**config.mk**
```make
export PLATFORM = sky130hd
export DESIGN_NAME = busreq_arb_flat
export DESIGN_NICKNAME = d
export VERILOG_FILES = /design/src/rtl/busreq_pkg.sv /design/src/rtl/busreq_arb_if.sv /design/src/rtl/busreq_arb_rr_pick.sv /design/src/rtl/busreq_arb.sv /design/src/flat_wrapper.sv
export SDC_FILE = /design/constraint.sdc
export NUM_CORES = 1
export LEC_CHECK = 0
export CORE_ASPECT_RATIO = 1.1
export CORE_MARGIN = 4
export CORE_UTILIZATION = 50
export DETAILED_ROUTE_END_ITERATION = 8
export MAX_ROUTING_LAYER = met4
export PLACE_DENSITY = 0.92
export SLEW_MARGIN = 20
export SYNTH_ARGS = -nofsm -noshare
export SYNTH_HDL_FRONTEND = slang
export SYNTH_HIERARCHICAL = 1
export SYNTH_SLANG_ARGS = --single-unit
```
**constraint.sdc**
```tcl
create_clock -name hclk -period 4.2 [get_ports hclk]
set_input_delay 0.84 -clock hclk [delete_from_list [all_inputs] [get_ports hclk]]
set_output_delay 0.84 -clock hclk [all_outputs]
set_load 0.005 [all_outputs]
```
**src/rtl/busreq_pkg.sv**
```systemverilog
// Shared state encodings and direction constants for the multi-channel
// DMA bus-request arbiter.
package busreq_pkg;

    typedef enum logic [1:0] {
        IDLE = 2'b00,
        ARB  = 2'b01,
        REQ  = 2'b10,
        DONE = 2'b11
    } state_t;

    localparam logic DIR_RD = 1'b0;
    localparam logic DIR_WR = 1'b1;

endpackage

```
**src/rtl/busreq_arb_if.sv**
```systemverilog
// Channel status, AHB-master request handshake and address-update strobes
// exchanged between the arbiter and the DMA channels / AHB master.
interface busreq_arb_if #(
    parameter int NCH  = 4,
    parameter int CH_W = 2
);
    logic [NCH-1:0]  dma_en;
    logic [NCH-1:0]  fifo_full;
    logic [NCH-1:0]  fifo_empty;
    logic [NCH-1:0]  non_zero;
    logic            req_done;
    logic            req;
    logic            req_wr;
    logic [CH_W-1:0] req_ch;
    logic [NCH-1:0]  wr_update;
    logic [NCH-1:0]  rd_update;
    logic            busy;

    // Arbiter side: issues requests and update strobes.
    modport master (
        input  dma_en, fifo_full, fifo_empty, non_zero, req_done,
        output req, req_wr, req_ch, wr_update, rd_update, busy
    );

    // Channel / AHB-master side.
    modport slave (
        output dma_en, fifo_full, fifo_empty, non_zero, req_done,
        input  req, req_wr, req_ch, wr_update, rd_update, busy
    );
endinterface

```
**src/rtl/busreq_arb_rr_pick.sv**
```systemverilog
// Rotating priority encoder: the lowest ready index at or above start wins;
// if none exists the search wraps and the lowest ready index overall wins.
module rr_pick #(
    parameter int NCH  = 4,
    parameter int CH_W = 2
) (
    input  logic [NCH-1:0]  rdy,
    input  logic [CH_W-1:0] start,
    output logic            vld,
    output logic [CH_W-1:0] idx
);
    logic            hi_vld;
    logic [CH_W-1:0] hi_idx;

    always_comb begin
        vld    = 1'b0;
        idx    = '0;
        hi_vld = 1'b0;
        hi_idx = '0;
        for (int i = NCH - 1; i >= 0; i--) begin
            if (rdy[i]) begin
                vld = 1'b1;
                idx = CH_W'(i);
                if (CH_W'(i) >= start) begin
                    hi_vld = 1'b1;
                    hi_idx = CH_W'(i);
                end
            end
        end
        if (hi_vld) idx = hi_idx;
    end
endmodule

```
**src/rtl/busreq_arb.sv**
```systemverilog
// Multi-channel DMA bus-request arbiter: round-robin channel choice with
// per-channel read/write alternation, one AHB request in flight at a time.
module busreq_arb
    import busreq_pkg::*;
#(
    parameter int NCH  = 4,
    parameter int CH_W = 2
) (
    input  logic         hclk,
    input  logic         hresetn,
    busreq_arb_if.master bus
);
    localparam logic [CH_W-1:0] LAST_CH = CH_W'(NCH - 1);

    state_t          state;
    logic [CH_W-1:0] rr_ptr;
    logic [NCH-1:0]  last_dir;
    logic            req_q;
    logic            req_wr_q;
    logic [CH_W-1:0] req_ch_q;
    logic [NCH-1:0]  wr_upd_q;
    logic [NCH-1:0]  rd_upd_q;
    logic            busy_q;

    logic [NCH-1:0]  wr_rdy;
    logic [NCH-1:0]  rd_rdy;
    logic [NCH-1:0]  any_rdy;
    logic            pick_vld;
    logic [CH_W-1:0] pick_ch;
    logic            pick_wr;
    logic [NCH-1:0]  ch_onehot;

    assign wr_rdy  = bus.dma_en & ~bus.fifo_empty;
    assign rd_rdy  = bus.dma_en & ~bus.fifo_full & bus.non_zero;
    assign any_rdy = wr_rdy | rd_rdy;

    rr_pick #(
        .NCH  (NCH),
        .CH_W (CH_W)
    ) u_pick (
        .rdy   (any_rdy),
        .start (rr_ptr),
        .vld   (pick_vld),
        .idx   (pick_ch)
    );

    // A channel ready both ways flips away from the direction it last used.
    always_comb begin
        pick_wr = wr_rdy[pick_ch];
        if (wr_rdy[pick_ch] && rd_rdy[pick_ch]) pick_wr = ~last_dir[pick_ch];
    end

    assign ch_onehot = NCH'(1) << req_ch_q;

    always_ff @(posedge hclk or negedge hresetn) begin
        if (!hresetn) begin
            state    <= IDLE;
            rr_ptr   <= '0;
            last_dir <= '0;
            req_q    <= 1'b0;
            req_wr_q <= DIR_RD;
            req_ch_q <= '0;
            wr_upd_q <= '0;
            rd_upd_q <= '0;
            busy_q   <= 1'b0;
        end else begin
            wr_upd_q <= '0;
            rd_upd_q <= '0;
            case (state)
                IDLE: begin
                    if (|bus.dma_en) begin
                        state  <= ARB;
                        busy_q <= 1'b1;
                    end
                end
                ARB: begin
                    if (pick_vld) begin
                        state    <= REQ;
                        req_q    <= 1'b1;
                        req_ch_q <= pick_ch;
                        req_wr_q <= pick_wr;
                    end else if (~|bus.dma_en) begin
                        state  <= IDLE;
                        busy_q <= 1'b0;
                    end
                end
                REQ: begin
                    // Request runs to completion even if the channel drops its enable.
                    if (bus.req_done) begin
                        state <= DONE;
                        req_q <= 1'b0;
                        if (req_wr_q == DIR_WR) wr_upd_q <= ch_onehot;
                        else                    rd_upd_q <= ch_onehot;
                    end
                end
                DONE: begin
                    last_dir[req_ch_q] <= req_wr_q;
                    rr_ptr             <= (req_ch_q == LAST_CH) ? '0 : req_ch_q + CH_W'(1);
                    state              <= ARB;
                end
                default: begin
                    state  <= IDLE;
                    req_q  <= 1'b0;
                    busy_q <= 1'b0;
                end
            endcase
        end
    end

    assign bus.req       = req_q;
    assign bus.req_wr    = req_wr_q;
    assign bus.req_ch    = req_ch_q;
    assign bus.wr_update = wr_upd_q;
    assign bus.rd_update = rd_upd_q;
    assign bus.busy      = busy_q;
endmodule

```
**src/flat_wrapper.sv**
```systemverilog
// flat-port wrapper written by rule: the top's interface ports become plain ports
module busreq_arb_flat import busreq_pkg::*;
#(
    parameter int NCH  = 4,
    parameter int CH_W = 2
)
  (hclk, hresetn, bus_dma_en, bus_fifo_full, bus_fifo_empty, bus_non_zero, bus_req_done, bus_req, bus_req_wr, bus_req_ch, bus_wr_update, bus_rd_update, bus_busy);
  busreq_arb_if #(.NCH(NCH), .CH_W(CH_W)) bus_i ();
  input  logic hclk;
  input  logic hresetn;
  input wire logic [$bits(bus_i.dma_en)-1:0] bus_dma_en;
  input wire logic [$bits(bus_i.fifo_full)-1:0] bus_fifo_full;
  input wire logic [$bits(bus_i.fifo_empty)-1:0] bus_fifo_empty;
  input wire logic [$bits(bus_i.non_zero)-1:0] bus_non_zero;
  input wire logic [$bits(bus_i.req_done)-1:0] bus_req_done;
  output wire logic [$bits(bus_i.req)-1:0] bus_req;
  output wire logic [$bits(bus_i.req_wr)-1:0] bus_req_wr;
  output wire logic [$bits(bus_i.req_ch)-1:0] bus_req_ch;
  output wire logic [$bits(bus_i.wr_update)-1:0] bus_wr_update;
  output wire logic [$bits(bus_i.rd_update)-1:0] bus_rd_update;
  output wire logic [$bits(bus_i.busy)-1:0] bus_busy;
  assign bus_i.dma_en = bus_dma_en;
  assign bus_i.fifo_full = bus_fifo_full;
  assign bus_i.fifo_empty = bus_fifo_empty;
  assign bus_i.non_zero = bus_non_zero;
  assign bus_i.req_done = bus_req_done;
  assign bus_req = bus_i.req;
  assign bus_req_wr = bus_i.req_wr;
  assign bus_req_ch = bus_i.req_ch;
  assign bus_wr_update = bus_i.wr_update;
  assign bus_rd_update = bus_i.rd_update;
  assign bus_busy = bus_i.busy;
  busreq_arb #(.NCH(NCH), .CH_W(CH_W)) u_core (.hclk(hclk), .hresetn(hresetn), .bus(bus_i));
endmodule
```
==> flow_summary.json <==
{
  "outcome": "finished, final reports clean",
  "cts_max_level": 1,
  "grt_start_max_net_pins": 22,
  "timing.final.crit_period_ns": 3.18,
  "dp_hpwl_microns": 2130,
  "cp_data_arrival_time_ns": 3.40,
  "antenna_found_initial": 0,
  "ys_seq_elements": 21,
  "hold-worst-slack_ns": 0.506,
  "die_h_microns": 58.4,
  "fillerInstances": 139,
  "yosysWarnings": 6,
  "clock_path_buffers": 2,
  "globalRouteMet2Util": 0.324,
  "post_route_cells_drive_above_1_share": 0.0733,
  "ff2ff_setup_slack_ns": 2.16,
  "synth_top_cell_area_share": 0.456,
  "r2r_cells": 6,
  "clock-skew-final_ns": 0.0122,
  "globalRouteOverflowTotal": 0,
  "tritoncts.num_buffers": 3,
  "worst_r2r_startpoint": "u_core/rr_ptr[1]",
  "holdPathEnd": "u_core/last_dir[2]",
  "power.share.sequential": 0.438,
  "antenna_violating_nets_post_route": 0,
  "hold_buffers": 0,
  "drt-pass1-iter-count": 4,
  "combPwrFrac": 0.432,
  "worst_voltage_drop_across_the_vdd_grid_v": 0.000429,
  "maxSlewViolCount": 0,
  "fin_tns_setup_ns": 0,
  "crit_required_ns": 4.42,
  "dp_cells": 174,
  "postSynthAreaPerCell_sq_um": 10.0,
  "timing.rr.end": "u_core/bus.req_wr",
  "worst-slew-pin-transition_ns": 0.909,
  "totalWireLength_microns": 2590,
  "maximum_fanout_count_along_the_critical_path": 5,
  "global_route.usage.met3": 0.0380,
  "place.gp.congestion": 0.869,
  "design.portCount": 32,
  "stdcell_count": 178,
  "port_buffers": 31,
  "grt_most_used_layer": "met2",
  "synth.largest_area_cell": "dfrtp_1",
  "crit_type": "in -> reg",
  "synth_top_cells_by_area": "dfrtp_1 46%, ha_1 9.8%, nand2_1 5.9%, mux2_2 3.9%, and2_1 3.3%",
  "die_area_sq_um": 3140,
  "max-slew-margin-rel": 0.392,
  "clk_transition_reported_paths_ns": 0.12,
  "finalSetupViolations": 0,
  "max_freq_mhz": 315,
  "power.switching_uw": 278,
  "static-leakage-power_nw": 0.681,
  "cts_num_sinks": 21,
  "power.density_cell_area_nw_per_um2": 484,
  "synthesis.nets": 143,
  "grt_use_total": 0.192,
  "fin_nets": 179,
  "cp-start-kind": "primary input",
  "worst_hold_path_type": "reg -> reg",
  "timing_hold_violations_final": 0,
  "synth_enable_flop_cells": 0,
  "maxCapViolCount": 0,
  "area_growth_syn_to_layout_pct": 32.4,
  "mappedNetlistArea_sq_um": 1150,
  "design.core.area_sq_um": 2110,
  "synth_cell_type_count": 27,
  "resized_after_cts": 0,
  "fin_util": 0.724,
  "grt_pass1_vias": 960,
  "swShare": 0.376,
  "synth_sequential_area_ratio": 0.456,
  "placement_rows": 17,
  "detail_route.wl_per_cell_microns": 14.6,
  "hold_path.startpoint": "u_core/last_dir[2]",
  "clock_latency_ns": 0.31,
  "yosys_most_used_dff": "dfrtp_1",
  "drcViolationCount": 0,
  "worstSetupEndpointType": "register",
  "final_worst_path_cycle_share": 0.756,
  "total_power_uw": 739,
  "internal_power_uw": 461,
  "grt_use_met1": 0.237,
  "yosys.cell_count.top_type": "dfrtp_1",
  "rsz0062_at_grt": "no",
  "asyncSetResetFlopFracSynth": 1.00,
  "hold-path-cell-count": 2,
  "detail_route.vias_per_cell": 5.62,
  "cts_tree": "yes",
  "synthesis.instances": 115,
  "first_pass_grt_wire_length_microns": 4320,
  "cts_root_buffer": "clkbuf_4",
  "pwr-share-clk": 0.131,
  "dr_total_vias": 1001,
  "drt_first_iter_violations": 51,
  "num_antenna_cells": 0,
  "synth_commonest_cells": "21 x dfrtp_1, 18 x nand2_1, 10 x inv_1",
  "initial_utilization": 0.547,
  "post-cts-setup-buffers": 0,
  "die_x_microns": 53.8
}
==> per-stage QoR <==
step | setup WS (ns) | cell area, sq um
2_1_floorplan | 1.72 | 1150
3_3_place_gp | 1.08 | 1500
3_5_place_dp | 0.846 | 1500
4_1_cts | 1.16 | 1530
5_1_grt | 0.897 | 1530
6_report | 1.02 | 1530
==> kinds of logic after synthesis <==
group,synth area share
AO/OA/AOI/OAI,0.150
flip-flops,0.456
adder cells (fa/ha/maj),0.0977
multiplexers,0.0651
buffers and inverters,0.0326
AND/OR/NAND/NOR,0.199
==> sequential cells by signal (all words and copies together) (netlist names) <==
name,count
u_core/bus.req_ch,2
u_core/state,2
u_core/rr_ptr,2
u_core/bus.wr_update,4
u_core/bus.req,1
u_core/last_dir,4
u_core/bus.req_wr,1
u_core/bus.busy,1
u_core/bus.rd_update,4
==> critical path, stage by stage <==
cell             delay, ns
clkdlybuf4s50_1       0.54
a21boi_0              0.50
mux2i_1               0.15
a211oi_1              0.59
nand2_1               0.12
a311oi_1              0.36
o2111ai_1             0.18
o311ai_1              0.12
==> metal layers <==
| metal | wire (microns) | share of wire |
|---|---|---|
| met3 | 152 | 0.059 |
| met4 | 34 | 0.013 |
| met2 | 1400 | 0.54 |
| met5 | 0 | 0 |
| met1 | 1010 | 0.39 |
==> placed cells by master (no fill, tap or decap) <==
cell,Yosys,final
a311oi_1,2,2
a31oi_1,1,1
a21oi_1,5,5
clkbuf_4,0,3
o211a_1,1,1
ha_1,9,9
nand3_1,1,1
or4_1,1,1
nand2b_1,4,4
clkinv_2,0,1
clkdlybuf4s50_1,0,31
and3_1,2,2
nor4_4,1,1
nor3b_1,1,1
inv_1,10,10
nor2_1,8,8
o311ai_1,1,1
o21ai_0,5,5
nand2_1,18,18
nand3b_1,2,2
a21bo_2,1,1
mux2i_1,3,3
and2_1,6,6
a2bb2oi_1,1,1
o2111ai_1,1,1
mux2_2,4,4
a211oi_1,1,1
dfrtp_1,21,21
a21boi_0,4,4
o221ai_2,1,1
==> worst max path at each step <==
| stage | endpoint | slack, ns | startpoint | cells after the start |
|---|---|---|---|---|
| after CTS | u_core/bus.req_wr | 1.16 | bus_dma_en[1] | 8 |
| final | u_core/bus.req_wr | 1.02 | bus_dma_en[1] | 8 |
| after floorplan | u_core/bus.req_wr | 1.72 | bus_fifo_full[1] | 9 |
| after detailed placement | u_core/bus.req_wr | 0.85 | bus_dma_en[1] | 8 |
| after global routing | u_core/bus.req_wr | 0.90 | bus_dma_en[1] | 8 |
| after global placement | u_core/bus.req_wr | 1.08 | bus_dma_en[1] | 8 |
==> cell type report <==
cell class,count,area [sq um],area share
multi-input combinational,84,589,0.386
sequential,21,526,0.345
timing repair buffer,31,310,0.203
inverter,10,37.5,0.0246
tap,28,35.0,0.0230
clock buffer,3,22.5,0.0148
clock inverter,1,5.00,0.00328
==> power groups by stage <==
stage	clock network, mW	registers [mW]	logic [mW]
2_1_floorplan	0	0.313	0.193
3_3_place_gp	0	0.322	0.303
3_5_place_dp	0	0.325	0.318
4_1_cts	0.0997	0.322	0.320
5_1_grt	0.106	0.332	0.356
6_report	0.0966	0.323	0.319
No activity file was read; power rests on OpenSTA's default activity.
